## src/rtl/lab3_cache_refill_unit.sv

```systemverilog
// lab3_cache_refill_unit: miss handler doing optional dirty-victim writeback, word-serial line fetch and line refill
// Ports: clk, reset (async, active-high); miss_val/miss_rdy/miss_addr/miss_dirty/victim_addr/victim_data from M1
//   (miss_rdy low stalls M0/M1); memreq_*/memresp_* single-outstanding word memory port;
//   refill_val/refill_rdy/refill_addr/refill_data line to the data array; busy = not idle.
// Optional macro LAB3_CACHE_REFILL_PERF_EN adds saturating perf_num_misses / perf_num_writebacks.
module lab3_cache_refill_unit #(
  parameter int p_addr_nbits = 32,
  parameter int p_word_nbits = 32,
  parameter int p_line_words = 4
) (
  input  logic                                 clk,
  input  logic                                 reset,
  input  logic                                 miss_val,
  output logic                                 miss_rdy,
  input  logic [p_addr_nbits-1:0]              miss_addr,
  input  logic                                 miss_dirty,
  input  logic [p_addr_nbits-1:0]              victim_addr,
  input  logic [p_line_words*p_word_nbits-1:0] victim_data,
  output logic                                 memreq_val,
  input  logic                                 memreq_rdy,
  output logic                                 memreq_type,
  output logic [p_addr_nbits-1:0]              memreq_addr,
  output logic [p_word_nbits-1:0]              memreq_data,
  input  logic                                 memresp_val,
  output logic                                 memresp_rdy,
  input  logic [p_word_nbits-1:0]              memresp_data,
  output logic                                 refill_val,
  input  logic                                 refill_rdy,
  output logic [p_addr_nbits-1:0]              refill_addr,
  output logic [p_line_words*p_word_nbits-1:0] refill_data,
`ifdef LAB3_CACHE_REFILL_PERF_EN
  output logic [31:0]                          perf_num_misses,
  output logic [31:0]                          perf_num_writebacks,
`endif
  output logic                                 busy
);
  localparam int w = p_word_nbits;
  localparam int c = $clog2(p_line_words);
  localparam logic [p_addr_nbits-1:0] word_bytes = p_addr_nbits'(p_word_nbits / 8);
  typedef enum logic [2:0] {IDLE, WB_REQ, WB_RESP, RD_REQ, RD_RESP, DONE} state_t;
  state_t state;
  logic [c-1:0] cnt, nxt;
  logic last;
  logic [p_line_words*p_word_nbits-1:0] vdata;
  assign nxt = cnt + 1'b1;
  assign last = cnt == c'(p_line_words - 1);
  // refill_addr doubles as the captured miss address; memreq_addr walks forward one word per request
  always_ff @(posedge clk or posedge reset)
    if (reset) begin
      state       <= IDLE;
      cnt         <= '0;
      vdata       <= '0;
      miss_rdy    <= 1'b1;
      busy        <= 1'b0;
      memreq_val  <= 1'b0;
      memreq_type <= 1'b0;
      memreq_addr <= '0;
      memreq_data <= '0;
      memresp_rdy <= 1'b0;
      refill_val  <= 1'b0;
      refill_addr <= '0;
      refill_data <= '0;
    end else case (state)
      IDLE: if (miss_val) begin
        refill_addr <= miss_addr;
        vdata       <= victim_data;
        cnt         <= '0;
        miss_rdy    <= 1'b0;
        busy        <= 1'b1;
        memreq_val  <= 1'b1;
        memreq_type <= miss_dirty;
        memreq_addr <= miss_dirty ? victim_addr : miss_addr;
        memreq_data <= miss_dirty ? victim_data[w-1:0] : '0;
        state       <= miss_dirty ? WB_REQ : RD_REQ;
      end
      WB_REQ, RD_REQ: if (memreq_rdy) begin
        memreq_val  <= 1'b0;
        memresp_rdy <= 1'b1;
        state       <= state == WB_REQ ? WB_RESP : RD_RESP;
      end
      WB_RESP: if (memresp_val) begin
        memresp_rdy <= 1'b0;
        memreq_val  <= 1'b1;
        cnt         <= nxt;
        memreq_type <= !last;
        memreq_addr <= last ? refill_addr : memreq_addr + word_bytes;
        memreq_data <= last ? '0 : vdata[nxt*w +: w];
        state       <= last ? RD_REQ : WB_REQ;
      end
      RD_RESP: if (memresp_val) begin
        refill_data[cnt*w +: w] <= memresp_data;
        memresp_rdy <= 1'b0;
        cnt         <= nxt;
        memreq_val  <= !last;
        refill_val  <= last;
        memreq_addr <= last ? memreq_addr : memreq_addr + word_bytes;
        state       <= last ? DONE : RD_REQ;
      end
      DONE: if (refill_rdy) begin
        refill_val <= 1'b0;
        busy       <= 1'b0;
        miss_rdy   <= 1'b1;
        state      <= IDLE;
      end
      default: state <= IDLE;
    endcase
`ifdef LAB3_CACHE_REFILL_PERF_EN
  // adding the inverted all-ones flag makes each counter stick at its maximum
  always_ff @(posedge clk or posedge reset)
    if (reset) begin
      perf_num_misses     <= '0;
      perf_num_writebacks <= '0;
    end else if (miss_val && miss_rdy) begin
      perf_num_misses     <= perf_num_misses + {31'd0, ~&perf_num_misses};
      perf_num_writebacks <= perf_num_writebacks + {31'd0, miss_dirty & ~&perf_num_writebacks};
    end
`endif
endmodule

```

## config.mk

```make
export PLATFORM = sky130hd
export DESIGN_NAME = lab3_cache_refill_unit
export DESIGN_NICKNAME = d
export VERILOG_FILES = /design/src/rtl/lab3_cache_refill_unit.sv
export SDC_FILE = /design/constraint.sdc
export NUM_CORES = 1
export LEC_CHECK = 0
export ABC_AREA = 1
export CAP_MARGIN = 20
export CORE_UTILIZATION = 53
export CTS_CLUSTER_DIAMETER = 30
export DETAILED_ROUTE_END_ITERATION = 10
export PLACE_DENSITY_LB_ADDON = 0.15
export SETUP_SLACK_MARGIN = 0.05
export SLEW_MARGIN = 20
export SYNTH_ARGS = -nofsm -noshare
export SYNTH_HDL_FRONTEND = slang
export SYNTH_SLANG_ARGS = --single-unit
```

## constraint.sdc

```tcl
create_clock -name clk -period 21.7 [get_ports clk]
set_clock_uncertainty 0.05 [all_clocks]
set_input_delay 4.34 -clock clk [delete_from_list [all_inputs] [get_ports clk]]
set_output_delay 4.34 -clock clk [all_outputs]
set_load 0.1 [all_outputs]
```

Word level (Yosys, flattened, before mapping)
Cells that the tools add are included.
W data, S select, Z words.
{"block": "totals", "regBits": 363, "latchBits": 0, "ramBits": 0, "rom_bits": 0, "wordCells": 96, "memories": 0}
{"block": "classes", "add_sub_neg": 3, "n_mul": 0, "div": 0, "magnitude_cmp": 0, "eq_ne": 13, "shift": 3, "muxes": 43, "bitwise_logic": 0, "reduce_logical": 21}
{"op": "$mux W32", "n": 10}
{"op": "$bwmux W128", "n": 1}
{"op": "$shift A32 B34 Y128 const A", "n": 1}
{"op": "$shiftx A128 B8 Y32", "n": 1}
{"op": "$shiftx A32 B34 Y128", "n": 1}
{"op": "$pmux W32 S3", "n": 1}
{"op": "$pmux W32 S2", "n": 1}
{"op": "$neg A7 Y34", "n": 1}
{"op": "$add A32 B3 Y32 const B", "n": 1}
{"op": "$mux W3", "n": 7}
{"op": "$pmux W3 S5", "n": 1}
{"op": "$reduce_and A3 Y1", "n": 5}
{"op": "$reduce_and A5 Y1", "n": 3}
{"op": "$ne A2 B2 Y1 const B", "n": 6}
{"op": "$mux W1", "n": 11}
{"op": "$pmux W1 S2", "n": 5}
{"op": "$reduce_bool A2 Y1", "n": 5}
{"op": "$mux W2", "n": 4}
{"op": "$eq A3 B2 Y1 const B", "n": 2}
{"op": "$eq A3 B3 Y1 const B", "n": 2}
{"op": "$pmux W1 S4", "n": 1}
{"op": "$pmux W2 S2", "n": 1}
{"op": "$reduce_and A2 Y1", "n": 2}
{"op": "$reduce_bool A4 Y1", "n": 1}
{"op": "8 further kinds", "n": 9}

Longest topological paths before layout
{"block": "logic_depth", "depth_word": 5, "depth_mapped": 11}

Worst setup path after synthesis
No wires, ideal clock.
{"block": "synth_path", "kind": "input to register", "start": "input port miss_dirty", "end": "register memreq_addr[3]", "t_arrival_ns": 5.232, "setup_slack_ns": 16.298, "cell_stages": 6, "n_path_buf": 2, "cell_sequence": "clkbuf_1 clkbuf_1 mux2i_1 o211ai_1 nand2_1 nand2_1"}
{"block": "synth_between", "elab_chain_cells": 3}
{"item": "start, declared", "line": "16", "source": "input logic miss_dirty,"}
{"item": "$mux W32", "line": "72", "source": "memreq_addr <= miss_dirty ? victim_addr : miss_addr;"}
{"item": "$mux W32", "line": "64", "source": "IDLE: if (miss_val) begin"}
{"item": "$pmux W32 S3", "line": "63", "source": "end else case (state)"}
{"item": "end signal, assigned", "line": "72"}
{"item": "end signal, assigned", "line": "86", "source": "memreq_addr <= last ? refill_addr : memreq_addr + word_bytes;"}
{"item": "end signal, assigned", "line": "96", "source": "memreq_addr <= last ? memreq_addr : memreq_addr + word_bytes;"}
{"item": "end, declared", "line": "22", "source": "output logic [p_addr_nbits-1:0] memreq_addr,"}
Every way passes these cells. The select of a mux whose other input is x is not followed.
A chain may end at the register's enable or synchronous reset.

==> results by group <==
Timing
  • Unrepaired setup endpoints after global routing: false
  • Final clock period utilization by the worst path: 31.5%
  • Count of final setup violators: 0
  • Final-layout setup total negative slack: 0 ns
  • Actual transition at the worst max-transition pin: 1.13 ns
  • Final critical delay including setup and external delays: 6.83 ns
  • Number of hold-slack violations in the final timing report: 0
  • Highest attainable clock frequency: 146 MHz
  • Worst-case headroom to the max-slew limit: 24.7%
  • Final Max Slew Viols: 0

CTS
  • Worst skew pair latency: just under 0.6 ns
  • Post CTS Setup Buffer Count: 0
  • Num CTS Buffers: 78
  • Clock edge transition at the registers on the reported setup and hold paths: 0.05 ns
  • Count of cells resized by post-cts repair: 0
  • CTS root buffer: sky130_fd_sc_hd__clkbuf_16
  • Number of levels the H-tree was split into: 3
  • Hold buffers post-CTS: 0
  • Clock sink count: 363
  • Maximum clock insertion buffer count: 3
  • CTS tree: done

Placement
  • Standard cell area after detailed placement: 22200 um^2
  • Global placer's final weighted congestion: 0.960
  • Cells after DPL: 3050
  • Number of buffer cells added on primary ports: 460
  • Placed wire-length estimate: 38.5 mm

Die
  • Number of cell rows: 66
  • Core area: 32500 um^2
  • Die Span X: 184 um
  • IO Pins: ~460
  • Die footprint: 33800 um^2
  • Die Y-Extent: 184 um
  • Initial Utilization: 53.9%

Synth
  • Number of nets produced by synthesis: 2515
  • Most instantiated flip-flop cell in the synthesis netlist: sky130_fd_sc_hd__dfrtp_1
  • List of most frequent post-synthesis cells: sky130_fd_sc_hd__nand2_1 (801), sky130_fd_sc_hd__dfrtp_1 (362), sky130_fd_sc_hd__o21ai_0 (313), sky130_fd_sc_hd__inv_1 (143), sky130_fd_sc_hd__nor2_1 (142)
  • Dominant cell type by area after synthesis: sky130_fd_sc_hd__dfrtp_1
  • Share of the synthesized area in the top cell type: 51.7%
  • Warnings from Yosys: 0
  • Part of the Yosys area used for sequential elements: about half
  • Gate Count Post-Synth: 2277
  • Post-synth design cell area: 17500 um^2
  • Flops & latches, synth: 363
  • Count of flip-flops with a built-in enable after synthesis: 0
  • Top cells by area in the synthesized netlist: sky130_fd_sc_hd__dfrtp_1 (52%), sky130_fd_sc_hd__nand2_1 (17%), sky130_fd_sc_hd__o21ai_0 (8.9%)
  • Share of synthesized registers carrying an async set or reset: 100%
  • Count of unique library cells instantiated by Yosys: 35
  • Most frequently used cell type in the post-synthesis netlist: sky130_fd_sc_hd__nand2_1
  • Avg Inst Size Synth: 7.70 um^2

Finish
  • Post-Layout Cell Count: 3200
  • Number of nets at the end of the flow: 2926
  • Share of layout cells above drive strength 1: under 10%
  • Fillcell total: between 2000 and 2500
  • Final design area excluding fillers: between 20000 and 30000 um^2
  • Growth of design area from synthesis to finish: 42.7%

Hold path
  • Endpoint with the worst hold slack: vdata[123]
  • Number of instances on the worst hold path: 2
  • Worst Min Path Start: vdata[123]
  • Path type of the worst min-delay path: flop to flop

Setup path
  • FF-to-FF Start: cnt[0]
  • WS Path Type: primary input to asynchronous set/reset pin
  • Register-to-Register Setup Slack: 17.25 ns
  • Reg-to-reg endpoint: refill_data[69]
  • Worst reg2reg path depth: 7
  • Required time of the critical path: 22.23 ns
  • Arr. time, crit path: ~7.4 ns
  • Startpoint kind of the worst setup timing path: primary input
  • Top fanout value on the critical path: 138
  • Sort of element at the end of the critical path: asynchronous set/reset pin

Detailed routing
  • DRC Markers: 0
  • Routed via count: around 18000
  • Routed len/inst: 18.9 um
  • Total Routed Length: 60.6 mm
  • Via count normalized by instance count: 5.62
  • Detailed router's first-iteration violation count: 1515
  • Final antenna-violating net count: 0
  • Number of iterations in the first detailed-routing pass: 6

Status
  • Status: finished, final reports clean

Global routing
  • Global-route wire length before repair: 94.2 mm
  • Initial antenna violation count: 5
  • GR Overflow Total: 0
  • Global Route Usage Sum: 36.0%
  • Maximum number of pins on one net before global-route repair: 139
  • Vias in the first global route: 17600

Power and ir drop
  • Overall power of the completed layout: 4.33 mW
  • Cell area power density: 173 nW/um^2
  • Leak pwr: 12.0 nW
  • Maximum vdd ir drop: 0.000175 V

Flow run
  • Max capacitance violation total: 0
## layout by cell type (no fill, tap or decap), drive strengths merged, types with 20 or more instances in the layout
master	instances
nor2	150
a21oi	41
nand2	806
dfrtp	362
clkbuf	89
a22oi	24
o21ai	360
clkinv	24
clkdlybuf4s50	460
buf	20
nand3	135
nand4	58
inv	162
## power breakdown
part / total [mW] / switching, mW / internal (mW)
clock: 1.24 / 0.412 / 0.824
sequential: 1.10 / 0.191 / 0.913
combinational: 1.99 / 1.52 / 0.476
## stage by stage
step	setup slack (ns)	hold WS [ns]	util, %
detailed placement	14.18	0.403	68.3
global route	14.43	0.435	76.9
CTS	14.78	0.416	76.8
finish	14.87	0.414	76.9
floorplan	7.24	0.387	-
global placement	14.20	0.399	68.2
## area by class of cell
class	instances	area, um^2	share of cell area (%)
clock buffers	89	2060	8.25
diodes	5	12.5	0.0500
inverters	151	574	2.30
repair buffers	480	4780	19.1
clock inverters	56	707	2.83
multi-input cells	1614	7230	28.9
well taps	442	553	2.21
flip-flops and latches	363	9090	36.3
## routing by layer
metal  track usage (%)  wire (um)
met1              45.4      23700
met4              22.3       3540
met5                 0          0
met2              56.8      28000
met3              7.65       5370
## flip-flops by register name, summed over array words and instances, names as in the netlist
name and cells:
busy 1, cnt 2, memreq_addr 32, memreq_data 32
memreq_type 1, memreq_val 1, memresp_rdy 1, miss_rdy 1
refill_addr 32, refill_data 128, refill_val 1, state 3
vdata 128
## kinds of logic (layout without fill, tap and decap cells)
family / after synthesis / in the layout / synth area share (%)
AO/OA/AOI/OAI: 444 / 444 / 13.2
multiplexers: 1 / 1 / 0.0571
buffers and inverters: 300 / 776 / 7.12
flip-flops: 363 / 363 / 51.8
AND/OR/NAND/NOR: 1156 / 1156 / 26.9
adder cells (fa/ha/maj): 7 / 7 / 0.500
XOR/XNOR: 6 / 6 / 0.300
other: 0 / 5 / 0
## critical path: stages
cell                              delay (ns)
sky130_fd_sc_hd__clkdlybuf4s50_1        0.49
sky130_fd_sc_hd__inv_8                  0.68
sky130_fd_sc_hd__buf_4                  0.82
sky130_fd_sc_hd__buf_4                  0.86
## worst max-delay path by stage
| stage | startpoint | endpoint | slack [ns] | cells after the start |
|---|---|---|---|---|
| floorplan | reset | busy | 7.24 | 1 |
| global placement | reset | vdata[5] | 14.20 | 4 |
| detailed placement | reset | vdata[6] | 14.18 | 4 |
| CTS | reset | vdata[38] | 14.78 | 4 |
| global route | reset | vdata[10] | 14.43 | 4 |
| finish | reset | vdata[107] | 14.87 | 4 |
No activity file was read; power rests on OpenSTA's default activity.
